===== src/rtl/irrigation_scheduler.sv =====
// Round-robin irrigation scheduler: one shared valve-timing counter serves ZONES zones in turn.
// Latency: one cycle from a request seen in IDLE to the valve opening; every output is registered.
// Backpressure: none. Requests are level-sensitive and only sampled in IDLE; stop aborts at once.
//
// Ports:
//   clk    - single clock, every register updates on the rising edge
//   rst_n  - synchronous active-low reset
//   tick   - one-cycle time-base strobe (ignored in IDLE and on the grant cycle)
//   req    - per-zone level request (1 = soil dry)
//   stop   - global abort (reservoir empty / rain), level
//   valve  - one-hot or zero valve enables
//   zone   - index of the zone currently or most recently granted
//   count  - tick count within OPEN or SETTLE, 0 in IDLE
//   busy   - high whenever the scheduler is not IDLE
//   done   - one-cycle pulse when a watering finishes (normally or early)

module irrigation_scheduler #(
    parameter int ZONES        = 4,
    parameter int WATER_TICKS  = 10,
    parameter int SETTLE_TICKS = 3
) (
    input  logic             clk,
    input  logic             rst_n,
    input  logic             tick,
    input  logic [ZONES-1:0] req,
    input  logic             stop,
    output logic [ZONES-1:0] valve,
    output logic [1:0]       zone,
    output logic [3:0]       count,
    output logic             busy,
    output logic             done
);

    typedef enum logic [1:0] {
        ST_IDLE   = 2'd0,
        ST_OPEN   = 2'd1,
        ST_SETTLE = 2'd2
    } state_t;

    localparam logic [3:0] WATER_LAST  = 4'(WATER_TICKS - 1);
    localparam logic [3:0] SETTLE_LAST = 4'(SETTLE_TICKS - 1);
    localparam logic [1:0] LAST_RST    = 2'(ZONES - 1);
    localparam logic [2:0] ZONES_W     = 3'(ZONES);

    state_t           state_q, state_d;
    logic [1:0]       last_q,  last_d;
    logic [1:0]       zone_q,  zone_d;
    logic [3:0]       count_q, count_d;
    logic [ZONES-1:0] valve_q, valve_d;
    logic             done_q,  done_d;

    // Requests widened to the full 2-bit index space so any zone index can
    // select a bit without width juggling when ZONES < 4.
    logic [3:0] req_ext;
    logic [1:0] grant;
    logic       grant_vld;
    logic [2:0] cand;
    logic [3:0] grant_oh;

    always_comb begin
        req_ext            = '0;
        req_ext[ZONES-1:0] = req;
    end

    // Round-robin search starting at last+1. Candidates are walked from the
    // farthest offset down to the nearest so the nearest requesting zone is
    // the last assignment and therefore wins. last < ZONES and the offset is
    // at most ZONES, so a single conditional subtract gives the modulo.
    always_comb begin
        grant     = '0;
        grant_vld = |req;
        cand      = '0;
        for (int i = ZONES; i >= 1; i--) begin
            cand = {1'b0, last_q} + 3'(i);
            if (cand >= ZONES_W) begin
                cand = cand - ZONES_W;
            end
            if (req_ext[cand[1:0]]) begin
                grant = cand[1:0];
            end
        end
    end

    assign grant_oh = 4'b0001 << grant;

    always_comb begin
        state_d = state_q;
        last_d  = last_q;
        zone_d  = zone_q;
        count_d = count_q;
        valve_d = valve_q;
        done_d  = 1'b0;

        case (state_q)
            ST_IDLE: begin
                if (!stop && grant_vld) begin
                    state_d = ST_OPEN;
                    zone_d  = grant;
                    last_d  = grant;
                    valve_d = grant_oh[ZONES-1:0];
                    count_d = '0;
                end
            end

            ST_OPEN: begin
                if (stop) begin
                    // Abort: last keeps the aborted zone so it loses its turn.
                    state_d = ST_IDLE;
                    valve_d = '0;
                    count_d = '0;
                end else if (!req_ext[zone_q] || (tick && count_q == WATER_LAST)) begin
                    // Early satisfaction and the final tick share one exit,
                    // so a coincident drop and final tick yield a single done.
                    state_d = ST_SETTLE;
                    valve_d = '0;
                    count_d = '0;
                    done_d  = 1'b1;
                end else if (tick) begin
                    count_d = count_q + 4'd1;
                end
            end

            ST_SETTLE: begin
                if (stop) begin
                    state_d = ST_IDLE;
                    valve_d = '0;
                    count_d = '0;
                end else if (tick) begin
                    if (count_q == SETTLE_LAST) begin
                        state_d = ST_IDLE;
                        count_d = '0;
                    end else begin
                        count_d = count_q + 4'd1;
                    end
                end
            end

            default: begin
                state_d = ST_IDLE;
                valve_d = '0;
                count_d = '0;
            end
        endcase
    end

    always_ff @(posedge clk) begin
        if (!rst_n) begin
            state_q <= ST_IDLE;
            last_q  <= LAST_RST;
            zone_q  <= '0;
            count_q <= '0;
            valve_q <= '0;
            done_q  <= 1'b0;
        end else begin
            state_q <= state_d;
            last_q  <= last_d;
            zone_q  <= zone_d;
            count_q <= count_d;
            valve_q <= valve_d;
            done_q  <= done_d;
        end
    end

    assign valve = valve_q;
    assign zone  = zone_q;
    assign count = count_q;
    assign busy  = (state_q != ST_IDLE);
    assign done  = done_q;

endmodule


===== config.mk =====
export PLATFORM = sky130hd
export DESIGN_NAME = irrigation_scheduler
export DESIGN_NICKNAME = d
export VERILOG_FILES = /design/src/rtl/irrigation_scheduler.sv
export SDC_FILE = /design/constraint.sdc
export NUM_CORES = 1
export LEC_CHECK = 0
export CORE_ASPECT_RATIO = 0.8
export CORE_MARGIN = 3
export CORE_UTILIZATION = 40
export DETAILED_ROUTE_END_ITERATION = 12
export PLACE_DENSITY = 0.69
export SLEW_MARGIN = 20
export SYNTH_ARGS = -nofsm -noshare
export SYNTH_HDL_FRONTEND = slang
export SYNTH_SLANG_ARGS = --single-unit

===== constraint.sdc =====
create_clock -name clk -period 1.8 [get_ports clk]
set_clock_uncertainty 0.1 [all_clocks]
set_input_delay 0.36 -clock clk [delete_from_list [all_inputs] [get_ports clk]]
set_output_delay 0.36 -clock clk [all_outputs]
set_load 0.1 [all_outputs]

==> summary.md, run 1 <==
| Metric | Value |
|---|---|
| Final WS setup | -0.180 ns |
| Die Ht | 47.6 um |
| Worst vdd ir | 0.000873 V |
| Leading area contributor after synthesis | dfxtp_1 |
| Post-DRT Antenna Nets | 0 |
| Fin Hold WS | 0.410 ns |
| Crit Path Max Fanout | 4 |
| Initial antenna violation count | 0 |
| Register bit total from synthesis | 15 |
| Total CTS buffers | 3 |
| Yosys cell types | 35 |
| Total GRT Usage | 0.202 |
| Int Power | 855 uW |
| Antenna fix cells | 0 |
| Primary FF master, synth | dfxtp_1 |
| R2R Path Start | zone[1] |
| Final Core Density | 0.800 |
| Area contributors post-synth | dfxtp_1 (35%), ha_1 (8.7%), nand3_1 (5.2%), a21oi_1 (4.6%), inv_1 (3.9%) |
| Area growth, synth to finish | 81.9% |
| Starting Density | 0.440 |
| CTS tree | built |
| Die X | 57.9 um |
| # hold bufs at CTS | 0 |
| Flop2flop setup slack | -0.18 ns |
| Logic gate share of total power | 0.594 |
| Max-Slew Margin vs Limit | 0.672 |
| Post-synth top area share | 0.348 |
| Worst EP arrival | 2.09 ns |
| CTS H-Tree Depth | 1 |
| Async S/R FF share, synth | 0 |
| Pwr dens | 975 nW/um^2 |
| Drt via density | 5.47 |
| HPWL Detailed | 1.98 mm |
| First-pass detailed-route iteration total | 4 |
| DRT iter0 DRCs | 29 |
| Seq pwr share | 0.275 |
| P_leak | 0.000640 uW |
| Largest net degree at the start of global routing | 11 |
| Syn_area_per_cell | 8.46 sq um |
| Synth Instances | 102 |
| Hold Crit Class | reg -> reg |
| Hold Violations, Final | 0 |
| First-pass GRT wire length | 4.09 mm |
| Sw Share | 0.442 |
| Kind of critical path | reg -> reg |
| Worst skew pair latency | 0.29 ns |
| Failing checks | negative setup slack |
| Post-Syn Nets | 116 |
| DR DRC count | 0 |
| Most frequent cells in the layout | buf_4 (22), buf_12 (12), nand3_1 (9), nand2_1 (8), dfxtp_1 (7) |
| CP Capture Type | flip-flop |
| Max-cap check violation count | 0 |
| Area of the die | 2760 sq um |
| Grt ovf | 0 |
| P_sw | 676 uW |
| Post-Syn Area | 863 sq um |
| DR WL/cell | 15.6 um |
| Outcome | complete, but fails checks |
| Hold Path Cell Cnt | 2 |
| Core Region | 1960 sq um |
| Commonest non-fill, non-tap cell in the layout | buf_4 |
| Worst slew pin tran | 0.485 ns |
| Final cycle utilization of the critical path | 1.10 |
| Buffers on Ports | 19 |
| Worst Reg-to-Reg Cells | 5 |
| Max-slew violation total from the final report | 0 |
| Setup violations, final | 4 |
| Seq/Total Area, Yosys | 0.348 |
| Nets | 165 |
| Routability cong. | 0.777 |
| Clock power frac | 0.130 |
| Vias | 952 |
| Worst setup path start | zone[1] |
| Syn. warnings | 0 |
| Pre-CTS setup slack | -0.542 ns |
| Row count | 14 |
| RSZ-0062 raised after global routing | yes |
| Number of synthesized flops with an enable pin | 0 |
| Num ports | 20 |
| Vias in the first global route | 917 |
| Clock Sinks | 15 |
| Number of buffers on the longest clock path | 2 |
| CTS root buf | clkbuf_4 |
| Critical path launch point type | flip-flop |
| Reg-to-reg endpoint | count[2] |
| Final min period | 1.98 ns |
| Max Fclk | 505 MHz |
| Setup crit end | count[2] |
| WP data required | 1.91 ns |
| Share of cells above drive strength 1 | 0.480 |
| Total wire length | 2.71 mm |
| Reg clk slew, reported paths | 0.09 ns |
repair_timing:
item                                    CTS  global route
endpoints found under the setup margin   15             9
buffers inserted                          1             4
pin swaps                                 5             5
endpoints found under the hold margin     0             0
gates resized for setup                  17            15
cell type report:
| cell class | count | area, sq um |
|---|---|---|
| clock buffer | 4 | 26.3 |
| fill | 112 | 392 |
| inverter | 9 | 42.5 |
| multi-input combinational | 77 | 632 |
| sequential | 15 | 323 |
| tap | 24 | 30.0 |
| timing repair buffer | 45 | 517 |
critical path: stages, from the launching register on:
cell and delay, ns:
dfxtp_4 0.36, mux4_2 0.57, nand2_4 0.11, o21ai_4 0.06, or4_4 0.53, a21oi_2 0.17
layer usage:
| metal | GRT usage | part of all wire |
|---|---|---|
| met1 | 0.231 | 0.42 |
| met2 | 0.354 | 0.50 |
| met3 | 0.0755 | 0.058 |
| met4 | 0.0741 | 0.020 |
| met5 | 0 | 0 |
state kept, by name (all words and copies together) (netlist names):
| register | cells |
|---|---|
| valve | 4 |
| zone | 2 |
| done | 1 |
| last_q | 2 |
| state_q | 2 |
| count | 4 |
synth_stat cells, types with 2 or more instances:
cell      number
a21o_1         2
nor2_1         7
inv_1          9
or3_1          2
o31ai_1        2
nor2b_1        3
nand3_1        9
nand2_1        9
a21oi_1        8
o41ai_1        2
o21ai_2        2
o21ai_0        3
or4_1          2
ha_1           6
dfxtp_1       15
nand2b_1       2
kinds of logic (layout without fill, tap and decap cells):
kind of cell / count (synthesis) / count (layout) / share of synthesized area
AO/OA/AOI/OAI: 28 / 28 / 0.241
adder cells (fa/ha/maj): 6 / 6 / 0.0870
buffers and inverters: 10 / 58 / 0.0435
flip-flops: 15 / 15 / 0.348
multiplexers: 1 / 1 / 0.0261
AND/OR/NAND/NOR: 42 / 42 / 0.255
how the worst min path moves through the flow:
| stage | from | endpoint | slack (ns) |
|---|---|---|---|
| after floorplan | state_q[0] | state_q[0] | 0.37 |
| after global placement | state_q[0] | state_q[0] | 0.38 |
| after detailed placement | state_q[0] | state_q[0] | 0.39 |
| after CTS | state_q[0] | state_q[0] | 0.40 |
| after global routing | valve[0] | valve[0] | 0.43 |
| final | valve[0] | valve[0] | 0.41 |
power groups by stage:
stage | clock network (uW) | registers, uW | logic [uW]
floorplan | 0 | 571 | 327
global placement | 0 | 422 | 762
detailed placement | 0 | 427 | 777
CTS | 204 | 419 | 819
global route | 222 | 427 | 953
finish | 199 | 421 | 910
per-stage QoR:
| stage | setup TNS [ns] | total power, uW | instance area [sq um] | cells |
|---|---|---|---|---|
| final | -0.413 | 1530 | 1570 | 174 |
| after global routing | -0.730 | 1600 | 1570 | 174 |
| after CTS | -0.0572 | 1440 | 1470 | 170 |
| after detailed placement | -6.18 | 1200 | 1400 | 165 |
| after global placement | -5.49 | 1180 | 1400 | 165 |
| after floorplan | -0.645 | 897 | 907 | 102 |
No activity file was read; power rests on OpenSTA's default activity.
==> inputs of run 2 (changes only) <==
--- a/config.mk
+++ b/config.mk
@@ -5,11 +5,12 @@
 export SDC_FILE = /design/constraint.sdc
 export NUM_CORES = 1
 export LEC_CHECK = 0
+export ABC_AREA = 1
 export CORE_ASPECT_RATIO = 0.8
 export CORE_MARGIN = 3
 export CORE_UTILIZATION = 40
 export DETAILED_ROUTE_END_ITERATION = 12
-export PLACE_DENSITY = 0.69
+export PLACE_DENSITY = 0.67
 export SLEW_MARGIN = 20
 export SYNTH_ARGS = -nofsm -noshare
 export SYNTH_HDL_FRONTEND = slang
==> summary.md, run 2 <==
| Metric | Value |
|---|---|
| FF/Latch Area | 309 sq um (was 323 sq um) |
| Leading area contributor after synthesis | dfxtp_1 (unchanged) |
| Register bit total from synthesis | 15 (unchanged) |
| Commonest non-fill, non-tap cell in the layout | nand2_1 (was buf_4) |
| DRT iter0 DRCs | 58 (was 29) |
| Worst slew pin tran | 0.296 ns (was 0.485 ns) |
| Post-Syn Nets | 170 (was 116) |
| Most frequent cells in the layout | nand2_1 (42), inv_1 (19), nand2_2 (16), a21oi_1 (14), buf_12 (12) (was buf_4 (22), buf_12 (12), nand3_1 (9), nand2_1 (8), dfxtp_1 (7)) |
| Worst skew pair latency | 0.28 ns (was 0.29 ns) |
| CTS H-Tree Depth | 1 (unchanged) |
| Filler cells | 202 (was 112) |
| Area growth, synth to finish | 43.0% (was 81.9%) |
| Total CTS buffers | 3 (unchanged) |
| Worst vdd ir | 0.000902 V (was 0.000873 V) |
| Vias in the first global route | 1077 (was 917) |
| Max-Slew Margin vs Limit | 0.802 (was 0.672) |
| Setup violations, final | 0 (was 4) |
| RSZ-0062 raised after global routing | no (was yes) |
| Vias | 1037 (was 952) |
| HPWL Detailed | 2.00 mm (was 1.98 mm) |
| Row count | 15 (was 14) |
| Number of buffers on the longest clock path | 2 (unchanged) |
| CP Capture Type | primary output (was flip-flop) |
| Post-synthesis simple-gate area fraction | 0.387 (was 0.255) |
| Die X | 63.2 um (was 57.9 um) |
| Syn_area_per_cell | 6.71 sq um (was 8.46 sq um) |
| CTS root buf | clkbuf_4 (unchanged) |
| Pwr dens | 1790 nW/um^2 (was 975 nW/um^2) |
| Max-slew violation total from the final report | 0 (unchanged) |
| Yosys cell types | 24 (was 35) |
| Die Ht | 51.8 um (was 47.6 um) |
| Initial antenna violation count | 0 (unchanged) |
| Mux contribution to synthesized area | 0 (was 0.0261) |
| Crit Path Max Fanout | 4 (unchanged) |
| Worst EP arrival | 1.25 ns (was 2.09 ns) |
| Top cells by count, synth | nand2_1 (42), inv_1 (20), nand2_2 (16) (was dfxtp_1 (15), inv_1 (9), nand2_1 (9), nand3_1 (9), a21oi_1 (8)) |
| P_leak | 0.000685 uW (was 0.000640 uW) |
| Starting Density | 0.454 (was 0.440) |
| Multi-input gate area | 652 sq um (was 632 sq um) |
| Reg clk slew, reported paths | 0.09 ns (about the same) |
| Num ports | 20 (unchanged) |
| Critical path launch point type | flip-flop (unchanged) |
| Final cycle utilization of the critical path | 0.947 (was 1.10) |
| WP data required | 1.34 ns (was 1.91 ns) |
| Share of cells above drive strength 1 | 0.326 (was 0.480) |
| Post-DRT Antenna Nets | 0 (unchanged) |
| Hold Crit Class | reg -> reg (unchanged) |
| Pwr Total | 2680 uW (was 1530 uW) |
| Outcome | complete, no violations (was complete, but fails checks) |
| First-pass GRT wire length | 4.60 mm (was 4.09 mm) |
| First-pass detailed-route iteration total | 4 (unchanged) |
| Synth Instances | 156 (was 102) |
| Grt ovf | 0 (unchanged) |
| Post-Syn Area | 1050 sq um (was 863 sq um) |
| DR WL/cell | 11.5 um (was 15.6 um) |
| Area of the die | 3270 sq um (was 2760 sq um) |
| Core Region | 2310 sq um (was 1960 sq um) |
| Post-synth top area share | 0.287 (was 0.348) |
| # hold bufs at CTS | 0 (unchanged) |
| Routability cong. | 0.787 (was 0.777) |
| Fin Hold WS | 0.411 ns (was 0.410 ns) |
| Seq/Total Area, Yosys | 0.287 (was 0.348) |
| Post-Synth Adder-Cell Area | 0.0717 (was 0.0870) |
| Antenna fix cells | 0 (unchanged) |
| Largest net degree at the start of global routing | 9 (was 11) |
| Primary FF master, synth | dfxtp_1 (unchanged) |
| Max-cap check violation count | 0 (unchanged) |
| Most instantiated library cell after synthesis | nand2_1 (was dfxtp_1) |
| Syn. warnings | 0 (unchanged) |
| Area contributors post-synth | dfxtp_1 (29%), nand2_1 (15%), nand2_2 (9.6%), ha_1 (7.2%), inv_1 (7.2%) (was dfxtp_1 (35%), ha_1 (8.7%), nand3_1 (5.2%), a21oi_1 (4.6%), inv_1 (3.9%)) |
| Buffers on Ports | 19 (unchanged) |
| DR DRC count | 0 (unchanged) |
| Synth Area in XOR/XNOR | 0.00836 (was 0) |
| Clock Sinks | 15 (unchanged) |
| Total wire length | 2.50 mm (was 2.71 mm) |
| Async S/R FF share, synth | 0 (unchanged) |
| Largest family of logic cells by synthesized area | simple AND/OR/NAND/NOR gates (unchanged) |
| Kind of critical path | reg -> out (was reg -> reg) |
| Nets | 199 (was 165) |
| Complex-gate fraction of the synthesized area | 0.131 (was 0.241) |
| Max Fclk | 586 MHz (was 505 MHz) |
| Number of synthesized flops with an enable pin | 0 (unchanged) |
| CTS tree | built (unchanged) |
| Hold Violations, Final | 0 (unchanged) |
| Drt via density | 4.76 (was 5.47) |
| Total GRT Usage | 0.178 (was 0.202) |
| Final min period | 1.71 ns (was 1.98 ns) |
run 2: cell types whose count changed after synthesis, sizes merged, moves of 3 or more:
cell	delta
a21oi	+7
nand3	+3
nor2b	-3
inv	+17
nand2	+51
nand4	+4
run 2: stage by stage:
| step | TNS [ns] | worst slack, ns | cell area (sq um) | util | instances |
|---|---|---|---|---|---|
| 2_1_floorplan | 0 | 0.000441 | 1070 | - | 156 |
| 3_3_place_gp | -0.765 | -0.0990 | 1450 | 0.629 | 213 |
| 3_5_place_dp | -1.63 | -0.177 | 1450 | 0.629 | 213 |
| 4_1_cts | 0 | 0.0209 | 1490 | 0.644 | 218 |
| 5_1_grt | 0 | 0.0111 | 1500 | 0.649 | 218 |
| 6_report | 0 | 0.0946 | 1500 | 0.649 | 218 |
run 2: power breakdown:
| group | switching, uW | internal [uW] | total (uW) | leakage (uW) |
|---|---|---|---|---|
| Sequential | 129 | 435 | 564 | 0.000125 |
| Clock | 108 | 86.1 | 194 | 0.0000150 |
| Combinational | 1230 | 692 | 1920 | 0.000545 |
| Total | 1470 | 1210 | 2680 | 0.000685 |
run 2: timing repair:
item / in CTS / in global routing
setup endpoints to repair: 1 / 2
gates resized for setup: 0 / 2
cloned: 0 / 0
endpoints found under the hold margin: 0 / 0
buffers inserted: 1 / 0
run 2: kinds of logic (layout without fill, tap and decap cells):
| kind of cell | Yosys count | after routing |
|---|---|---|
| AOI/OAI and AO/OA | 23 | 23 |
| and+or+nand+nor | 83 | 83 |
| buffers and inverters | 28 | 56 |
| DFF | 15 | 15 |
| xor gates and xnor gates | 1 | 1 |
| adders and majority gates | 6 | 6 |
run 2: final timing paths:
| kind | start | end | slack, ns | depth (start not counted) |
|---|---|---|---|---|
| worst min-delay path | zone[1] | zone[1] | 0.41 | 2 |
| worst min register to register | zone[1] | zone[1] | 0.41 | 2 |
| worst max-delay path | state_q[0] | busy | 0.09 | 4 |
| worst max register to register | state_q[0] | count[3] | 0.17 | 11 |
run 2: routing by layer:
metal | up-vias | global-route usage | wire length (um)
met3 | 2 | 0.0605 | 145
met1 | 457 | 0.238 | 1290
met2 | 28 | 0.277 | 1060
met4 | 0 | 0.0466 | 13
li1 | 550 | - | -
met5 | - | 0 | 0
run 2: final cells by class:
type,count,share of cell area
flip-flops and latches,15,0.206
inverters,27,0.0752
repair buffers,25,0.237
clock buffers,4,0.0175
well taps,34,0.0284
multi-input cells,113,0.435
run 2: critical path, stage by stage (launching register included):
cell and delay, ns:
dfxtp_1 0.32, inv_1 0.13, ha_4 0.20, clkinvlp_4 0.12
buf_12 0.18
==> inputs of run 3 (changes only) <==
--- a/config.mk
+++ b/config.mk
@@ -6,11 +6,12 @@
 export NUM_CORES = 1
 export LEC_CHECK = 0
 export ABC_AREA = 1
+export CAP_MARGIN = 20
 export CORE_ASPECT_RATIO = 0.8
 export CORE_MARGIN = 3
 export CORE_UTILIZATION = 40
 export DETAILED_ROUTE_END_ITERATION = 12
-export PLACE_DENSITY = 0.67
+export PLACE_DENSITY_LB_ADDON = 0.05
 export SLEW_MARGIN = 20
 export SYNTH_ARGS = -nofsm -noshare
 export SYNTH_HDL_FRONTEND = slang
==> summary.md, run 3 (same netlist as run 2, synthesis figures left out) <==
| Metric | Value |
|---|---|
| Commonest non-fill, non-tap cell in the layout | nand2_1 (unchanged) |
| Reg-to-reg endpoint | count[3] (unchanged) |
| Sw Share | 0.550 (was 0.548) |
| CP Cell Sequence | inv_1 -> ha_4 -> clkinvlp_4 -> buf_12 (unchanged) |
| Starting Density | 0.454 (unchanged) |
| Total wire length | 2.42 mm (was 2.50 mm) |
| Outcome | complete, no violations (unchanged) |
| Initial antenna violation count | 0 (unchanged) |
| HPWL Detailed | 1.99 mm (was 2.00 mm) |
| Share of cells above drive strength 1 | 0.332 (was 0.326) |
| Reg clk slew, reported paths | 0.10 ns (was 0.09 ns) |
| Flop2flop setup slack | 0.19 ns (was 0.17 ns) |
| CTS root buf | clkbuf_4 (unchanged) |
| Hold Crit Class | reg -> reg (unchanged) |
| P_leak | 0.000688 uW (was 0.000685 uW) |
| P_sw | 1480 uW (was 1470 uW) |
| Setup violations, final | 0 (unchanged) |
| Vias in the first global route | 942 (was 1077) |
| Slowest CP cell | dfxtp_1 (unchanged) |
| Design area | 1500 sq um (about the same) |
| Grt ovf | 0 (unchanged) |
| CP Capture Type | primary output (unchanged) |
| Num ports | 20 (unchanged) |
| Pwr dens | 1800 nW/um^2 (was 1790 nW/um^2) |
| Max-Slew Margin vs Limit | 0.796 (was 0.802) |
| CTS H-Tree Depth | 1 (unchanged) |
| Worst EP arrival | 1.25 ns (about the same) |
| Crit Path Max Fanout | 4 (unchanged) |
| Finished Layout Cells | 218 (unchanged) |
| Total CTS buffers | 3 (unchanged) |
| First-pass detailed-route iteration total | 4 (unchanged) |
| Die Ht | 51.8 um (unchanged) |
| DRT iter0 DRCs | 67 (was 58) |
| Worst vdd ir | 0.00109 V (was 0.000902 V) |
| Worst Reg-to-Reg Cells | 11 (unchanged) |
| Critical path launch point type | flip-flop (unchanged) |
| Max-slew violation total from the final report | 0 (unchanged) |
| Max Fclk | 585 MHz (was 586 MHz) |
| Top delay family on crit path | buffers and inverters (unchanged) |
| Largest net degree at the start of global routing | 10 (was 9) |
| Worst slew pin tran | 0.304 ns (was 0.296 ns) |
| Hold Violations, Final | 0 (unchanged) |
| Final cycle utilization of the critical path | 0.949 (was 0.947) |
| Vias | 1038 (was 1037) |
| Worst setup path start | state_q[0] (unchanged) |
| Slowest stage delay, CP | 0.33 ns (was 0.32 ns) |
| Post-DRT Antenna Nets | 0 (unchanged) |
| Total GRT Usage | 0.162 (was 0.178) |
| Drt via density | 4.76 (about the same) |
| Filler cells | 209 (was 202) |
| Inst Count DP | 213 (unchanged) |
| Setup TNS | 0 ns (unchanged) |
| Logic gate share of total power | 0.719 (was 0.717) |
| WP buf/inv | 3 (unchanged) |
| Routability cong. | 0.805 (was 0.787) |
| WP data required | 1.34 ns (about the same) |
| Int Power | 1210 uW (about the same) |
| Buffers on Ports | 19 (unchanged) |
| Final min period | 1.71 ns (about the same) |
| First-pass GRT wire length | 4.19 mm (was 4.60 mm) |
| Antenna fix cells | 0 (unchanged) |
| Setup crit end | busy (unchanged) |
| Clock power frac | 0.073 (was 0.072) |
| DR WL/cell | 11.1 um (was 11.5 um) |
| Area of the die | 3270 sq um (unchanged) |
| Final Core Density | 0.649 (about the same) |
| # hold bufs at CTS | 0 (unchanged) |
| Number of buffers on the longest clock path | 2 (unchanged) |
| Fin Hold WS | 0.413 ns (was 0.411 ns) |
| Seq pwr share | 0.208 (was 0.210) |
| Core Region | 2310 sq um (unchanged) |
| R2R Path Start | state_q[0] (unchanged) |
| Nets | 199 (unchanged) |
| Max-cap check violation count | 0 (unchanged) |
| DR DRC count | 0 (unchanged) |
| CP Depth | 4 (unchanged) |
| Most frequent cells in the layout | nand2_1 (42), inv_1 (19), nand2_2 (16), a21oi_1 (14), buf_12 (12) (unchanged) |
| CTS tree | built (unchanged) |
| Placed cell area | 1450 sq um (unchanged) |
| Kind of critical path | reg -> out (unchanged) |
| Row count | 15 (unchanged) |
| Clock Sinks | 15 (unchanged) |
| Area growth, synth to finish | 43.1% (was 43.0%) |
| Die X | 63.2 um (unchanged) |
| Worst skew pair latency | 0.29 ns (was 0.28 ns) |
| RSZ-0062 raised after global routing | no (unchanged) |
[run 3: cell types whose count changed in the layout (fill, tap and decap cells not counted), sizes merged]
| cell | change |
|---|---|
| clkinv | +1 |
| clkbuf | -1 |
[run 3: area by class of cell]
| class | instances | area (sq um) | area share |
|---|---|---|---|
| inverter | 27 | 113 | 0.0751 |
| clock buffer | 3 | 22.5 | 0.0150 |
| sequential | 15 | 309 | 0.206 |
| timing repair buffer | 25 | 355 | 0.237 |
| tap | 34 | 42.5 | 0.0284 |
| clock inverter | 1 | 5.00 | 0.00334 |
| multi-input combinational | 113 | 652 | 0.435 |
[run 3: how the worst min path moves through the flow]
stage	from	end	slack, ns	cells after the start
5_1_grt	zone[1]	zone[1]	0.43	2
6_report	zone[1]	zone[1]	0.41	2
4_1_cts	zone[1]	zone[1]	0.41	2
3_3_place_gp	zone[1]	zone[1]	0.39	2
3_5_place_dp	zone[1]	zone[1]	0.39	2
2_1_floorplan	rst_n	last_q[0]	0.36	1
[run 3: worst reg2reg max path, delay by kind of cell (launching register included)]
kind | cells | cell delay (ns)
and+or+nand+nor | 6 | 0.64
DFF | 1 | 0.33
buffers and inverters | 2 | 0.17
adders and majority gates | 1 | 0.17
AOI/OAI and AO/OA | 2 | 0.11
[run 3: timing repair]
action	in CTS	in global routing
setup buffers	1	0
gates resized for setup	0	2
endpoints found under the hold margin	0	0
setup endpoints to repair	1	5
[run 3: metrics by stage]
stage               power (uW)  worst slack (ns)
CTS                       2670            0.0142
floorplan                 1900          0.000441
global placement          2410            -0.120
detailed placement        2450            -0.158
global route              2890            0.0297
finish                    2700            0.0915
[run 3: power by group through the flow]
stage | registers, uW | logic [uW] | clock network [uW]
after CTS | 561 | 1910 | 203
after floorplan | 924 | 974 | 0
after global placement | 564 | 1850 | 0
final | 562 | 1940 | 196
after detailed placement | 567 | 1880 | 0
after global routing | 581 | 2100 | 216
[run 3: layer usage]
layer  track usage  share of wire
met5             0              0
met4        0.0323         0.0041
met3        0.0432          0.054
met2         0.236           0.41
met1         0.238           0.53
